**config.mk**
```make
export PLATFORM = sky130hd
export DESIGN_NAME = mult_controller
export DESIGN_NICKNAME = d
export VERILOG_FILES = /design/src/rtl/mult_controller.sv
export SDC_FILE = /design/constraint.sdc
export NUM_CORES = 1
export LEC_CHECK = 0
export CAP_MARGIN = 40
export CORE_UTILIZATION = 50
export CTS_CLUSTER_SIZE = 10
export DETAILED_ROUTE_END_ITERATION = 16
export PLACE_DENSITY = 0.86
export SYNTH_ARGS = -nofsm -noshare
export SYNTH_HDL_FRONTEND = slang
export SYNTH_SLANG_ARGS = --single-unit
```
**constraint.sdc**
```tcl
create_clock -name SYS_CLOCK -period 2.3 [get_ports SYS_CLOCK]
set_input_delay 0.46 -clock SYS_CLOCK [delete_from_list [all_inputs] [get_ports SYS_CLOCK]]
set_output_delay 0.46 -clock SYS_CLOCK [all_outputs]
set_load 0.05 [all_outputs]
```
**src/rtl/mult_controller.sv**
```systemverilog
// mult_controller
//   Moore FSM sequencing a repeated-addition unsigned multiplier datapath:
//   load operands, preload R1 with A, add A (B-1) times while the datapath
//   counter decrements, then store the product in F_REG. An iteration guard
//   aborts with ERROR if the datapath status never ends the add loop.
//
// Ports
//   SYS_CLOCK    in   system clock, rising edge
//   SYS_RESET_N  in   synchronous active-low reset
//   START        in   multiply request, sampled only in IDLE
//   B_GT_1       in   datapath status: count>2 or B_REG>1
//   COUNT_GT_2   in   datapath status: count>2
//   ALU_CONT     out  00 pass A_REG, 01 R1+A_REG, 10 zero
//   LOAD_A_REG   out  load A_REG
//   LOAD_B_REG   out  load B_REG
//   LOAD_R1_REG  out  load R1 from ALU_OUT
//   LOAD_F_REG   out  load F_REG
//   LOAD_COUNT   out  counter <= B_REG
//   DEC_COUNT    out  counter <= counter-1
//   BUSY         out  high in every state except IDLE
//   DONE         out  one-cycle completion pulse
//   ERROR        out  sticky abort flag
module mult_controller #(
  parameter int unsigned MULTIPLIER_WIDTH = 3,
  parameter int unsigned GUARD_WIDTH      = MULTIPLIER_WIDTH
) (
  input  logic       SYS_CLOCK,
  input  logic       SYS_RESET_N,
  input  logic       START,
  input  logic       B_GT_1,
  input  logic       COUNT_GT_2,
  output logic [1:0] ALU_CONT,
  output logic       LOAD_A_REG,
  output logic       LOAD_B_REG,
  output logic       LOAD_R1_REG,
  output logic       LOAD_F_REG,
  output logic       LOAD_COUNT,
  output logic       DEC_COUNT,
  output logic       BUSY,
  output logic       DONE,
  output logic       ERROR
);

  localparam int unsigned GUARD_MAX = (2 ** MULTIPLIER_WIDTH) - 2;
  localparam logic [GUARD_WIDTH-1:0] GUARD_LIMIT = GUARD_WIDTH'(GUARD_MAX);

  localparam logic [1:0] ALU_PASS_A = 2'b00;
  localparam logic [1:0] ALU_ADD    = 2'b01;
  localparam logic [1:0] ALU_ZERO   = 2'b10;

  typedef enum logic [2:0] {
    S_IDLE,
    S_LOAD,
    S_PRELOAD,
    S_CHECK,
    S_ADD,
    S_STORE,
    S_FIN,
    S_ERR
  } state_e;

  state_e                 state_q, state_d;
  logic [GUARD_WIDTH-1:0] guard_q, guard_d;
  logic                   error_q, error_d;

  logic [1:0] alu_cont_q, alu_cont_d;
  logic       load_a_q, load_a_d;
  logic       load_b_q, load_b_d;
  logic       load_r1_q, load_r1_d;
  logic       load_f_q, load_f_d;
  logic       load_count_q, load_count_d;
  logic       dec_count_q, dec_count_d;
  logic       busy_q, busy_d;
  logic       done_q, done_d;

  always_comb begin
    state_d = state_q;
    guard_d = guard_q;
    error_d = error_q;

    case (state_q)
      S_IDLE: begin
        if (START) begin
          state_d = S_LOAD;
          error_d = 1'b0;
          guard_d = '0;
        end
      end
      S_LOAD:    state_d = S_PRELOAD;
      S_PRELOAD: state_d = S_CHECK;
      S_CHECK:   state_d = B_GT_1 ? S_ADD : S_STORE;
      S_ADD: begin
        if (guard_q == GUARD_LIMIT) begin
          state_d = S_ERR;
          // Raised on entry so ERROR is already high in the ERR cycle.
          error_d = 1'b1;
        end else begin
          guard_d = guard_q + GUARD_WIDTH'(1);
          state_d = COUNT_GT_2 ? S_ADD : S_STORE;
        end
      end
      S_STORE: state_d = S_FIN;
      S_FIN:   state_d = S_IDLE;
      S_ERR:   state_d = S_IDLE;
      default: state_d = S_IDLE;
    endcase
  end

  // Outputs are registered: decode the state being entered (and the guard it
  // will hold) so the flop values equal a pure decode of the current state.
  always_comb begin
    alu_cont_d   = ALU_ZERO;
    load_a_d     = 1'b0;
    load_b_d     = 1'b0;
    load_r1_d    = 1'b0;
    load_f_d     = 1'b0;
    load_count_d = 1'b0;
    dec_count_d  = 1'b0;
    done_d       = 1'b0;
    busy_d       = (state_d != S_IDLE);

    case (state_d)
      S_LOAD: begin
        load_a_d = 1'b1;
        load_b_d = 1'b1;
      end
      S_PRELOAD: begin
        alu_cont_d   = ALU_PASS_A;
        load_r1_d    = 1'b1;
        load_count_d = 1'b1;
      end
      S_ADD: begin
        if (guard_d != GUARD_LIMIT) begin
          alu_cont_d  = ALU_ADD;
          load_r1_d   = 1'b1;
          dec_count_d = 1'b1;
        end
      end
      S_STORE: load_f_d = 1'b1;
      S_FIN:   done_d   = 1'b1;
      S_ERR:   done_d   = 1'b1;
      default: ;
    endcase
  end

  always_ff @(posedge SYS_CLOCK) begin
    if (!SYS_RESET_N) begin
      state_q      <= S_IDLE;
      guard_q      <= '0;
      error_q      <= 1'b0;
      alu_cont_q   <= ALU_ZERO;
      load_a_q     <= 1'b0;
      load_b_q     <= 1'b0;
      load_r1_q    <= 1'b0;
      load_f_q     <= 1'b0;
      load_count_q <= 1'b0;
      dec_count_q  <= 1'b0;
      busy_q       <= 1'b0;
      done_q       <= 1'b0;
    end else begin
      state_q      <= state_d;
      guard_q      <= guard_d;
      error_q      <= error_d;
      alu_cont_q   <= alu_cont_d;
      load_a_q     <= load_a_d;
      load_b_q     <= load_b_d;
      load_r1_q    <= load_r1_d;
      load_f_q     <= load_f_d;
      load_count_q <= load_count_d;
      dec_count_q  <= dec_count_d;
      busy_q       <= busy_d;
      done_q       <= done_d;
    end
  end

  assign ALU_CONT    = alu_cont_q;
  assign LOAD_A_REG  = load_a_q;
  assign LOAD_B_REG  = load_b_q;
  assign LOAD_R1_REG = load_r1_q;
  assign LOAD_F_REG  = load_f_q;
  assign LOAD_COUNT  = load_count_q;
  assign DEC_COUNT   = dec_count_q;
  assign BUSY        = busy_q;
  assign DONE        = done_q;
  assign ERROR       = error_q;

endmodule

```
==> flow_metrics.tcl <==
set metrics [dict create \
    initial_core_util 0.5394 \
    holdCritPathClass "flip-flop to flip-flop" \
    synth_top_area_cell "dfxtp_1" \
    wl_per_cell_um 12.47 \
    syn_inst 71 \
    cts_tree "yes" \
    ys_types 34 \
    clk_pin_slew_ps 90 \
    setup_viol 0 \
    ir_worst_vdd_mv 0.3218 \
    slew_headroom 0.6650 \
    p_int_uw 445.2 \
    antenna_found_initial 0 \
    rows 13 \
    overflow 0 \
    synth-seq-cells 16 \
    pre_cts_slack_ps 163.8 \
    whs_path_depth 2 \
    cts_buffers 3 \
    wl_um 1272 \
    register_area_um2 320.3 \
    die_h_um 39.70 \
    switchingPower_uw 185.9 \
    drt_first_pass_iters 4 \
    layout_common_cells "dfxtp_1 (16), clkdlybuf4s50_1 (15), nand2_1 (7), nor2_1 (5)" \
    grt_pass1_vias 454 \
    cts-root-buf "clkbuf_4" \
    synth_fp_nets 78 \
    period_needed_ps 1894 \
    fin_nets 95 \
    status "completed" \
    power.total_uw 631.2 \
    diodes 0 \
    synthTopCellsByArea "dfxtp_1 (45%), a311oi_2 (4.2%), nand2_1 (3.7%)" \
    grt_max_degree 17 \
    startpoint_type "flip-flop" \
    worstPathArrival_ps 1430 \
    core_um2 1318 \
    clk_latency_ps 280 \
    hold-path-endpoint "ERROR$_SDFFE_PN0P_" \
    cts_max_level 1 \
    placed_cell_area_um2 853.3 \
    area_growth_pct 25.18 \
    ios 16 \
    final_cells 102 \
    first_iter_violations 15 \
    dieArea_um2 1576 \
    post-place-cells 98 \
    seqPwrFrac 0.493 \
    vias 563 \
    critPathSlowestCell "clkdlybuf4s50_1" \
    final.setup_skew_ps 0.7614 \
    pwr-share-clk 0.286 \
    yosys_warnings 0 \
    powerDensity_nw_per_um2 709.5 \
    setup_ws_ps 405.6 \
    max_stage_delay_ps 800 \
    avgViaCountPerCell 5.520 \
    drive_gt1_frac 0.1839 \
    clock_path_buffers 2 \
    maxCapViolations 0 \
    clock_sinks 16 \
    hp-start "ERROR$_SDFFE_PN0P_" \
    avgSynthCellArea_um2 10.01 \
    crit_type "flip-flop to primary output" \
    grt_use_total 0.1836 \
    rsz0062_at_grt "false" \
    tns_ps 0 \
    worst_pin_slew_ps 500.9 \
    cts_hold_buf 0 \
    endpoint_kind "primary output" \
    die-width_um 39.70 \
    fmax_mhz 527.9 \
    final_common_cell "dfxtp_1" \
    r2r_setup_slack_ps 550 \
    postRouteAntennaNets 0 \
    route.detailed.drc 0 \
    crit_family "buffers and inverters" \
    leakage_uw 0.0003362 \
    combPwrFrac 0.221 \
    stdcell_area_um2 889.6 \
    post-route-period-util 0.8236 \
    ctsResizeCount 0 \
    hpwlAfterDp_um 938.2 \
    crit_chain "clkdlybuf4s50_1" \
    grt_pass1_wl_um 1945 \
    syn_area_um2 710.7 \
    io_buffer_count 15 \
    gp_congestion 0.8025 \
    netSwitchingFraction 0.2946 \
    slew_violations 0 \
    cts_setup_buffers 0 \
    multi_input_area_um2 345.3 \
    r2r_cells 7 \
    critical_path.max_fanout 3 \
    rr_endpoint "LOAD_R1_REG$_SDFF_PN0_" \
    fillers 101 \
    r2r_start "guard_q[0]$_SDFF_PN0_" \
    crit_required_ps 1840 \
    hold_viol_final 0 \
    ys_seq_area_frac 0.4507 \
    synth_top_area_share 0.4507 \
    crit_buf_inv 1 \
]
## power by group through the flow
| stage | combinational, uW | sequential (uW) | clock, uW |
|---|---|---|---|
| 2_1_floorplan | 73.3 | 347 | 0 |
| 3_3_place_gp | 137 | 318 | 0 |
| 3_5_place_dp | 139 | 318 | 0 |
| 4_1_cts | 140 | 311 | 187 |
| 5_1_grt | 149 | 314 | 194 |
| 6_report | 139 | 311 | 181 |
## worst max-delay path by stage
stage | from | endpoint | slack (ps) | depth (start not counted)
finish | ERROR$_SDFFE_PN0P_ | ERROR | 410 | 1
global route | ERROR$_SDFFE_PN0P_ | ERROR | 350 | 1
CTS | ERROR$_SDFFE_PN0P_ | ERROR | 390 | 1
detailed placement | START | ALU_CONT[1]$_SDFF_PN1_ | 160 | 6
global placement | START | ALU_CONT[1]$_SDFF_PN1_ | 210 | 6
floorplan | guard_q[0]$_SDFF_PN0_ | LOAD_R1_REG$_SDFF_PN0_ | 720 | 7
## stage by stage
| stage | utilization | hold slack [ps] |
|---|---|---|
| finish | 0.6752 | 488.2 |
| global route | 0.6752 | 532.5 |
| global placement | 0.6477 | 472.5 |
| floorplan | - | 547.2 |
| CTS | 0.6752 | 492.2 |
| detailed placement | 0.6477 | 476.1 |
## area by class of cell
type,count,area share
inverter,3,0.01266
clock buffer,4,0.04079
timing repair buffer,16,0.1772
multi-input combinational,48,0.3882
sequential,16,0.3601
tap,15,0.02110
## cells in the mapped netlist
master and number:
a32o_2 1, o21ai_1 1, a21boi_0 2, nor2b_1 3
or2_1 1, o2bb2ai_1 1, or3b_4 1, clkbuf_1 1
dfxtp_1 16, o22ai_1 1, nor2_1 5, a211oi_2 1
buf_6 2, a311oi_2 2, nand2b_1 1, a311oi_1 1
a21oi_2 1, ha_1 2, and4_1 1, a21oi_1 3
mux2_2 1, and2_1 2, buf_4 1, and2_2 1
o21ai_0 1, nor2_2 1, nand2_1 7, and4bb_2 2
and4b_1 1, nand3b_1 1, inv_1 3, a21boi_1 1
nor3_1 1, nand3_1 1
## cells by family (layout without fill, tap and decap cells)
family | count (synthesis) | count (layout) | share of synthesized area
DFF | 16 | 16 | 0.4507
adders and majority gates | 2 | 2 | 0.03521
and+or+nand+nor | 29 | 29 | 0.2465
AOI/OAI and AO/OA | 16 | 16 | 0.1884
buffers and inverters | 7 | 23 | 0.06338
muxes | 1 | 1 | 0.01584
## routing by layer
layer / track usage / share of wire / routed length [um] / up-vias
met5: 0 / 0 / 0 / -
met4: 0.07759 / 0 / 0 / 0
met3: 0.03409 / 0.044 / 56 / 0
met2: 0.2828 / 0.48 / 610 / 14
met1: 0.2465 / 0.48 / 606 / 266
li1: - / - / - / 283
Note: power is estimated with default switching activity, not from simulation.
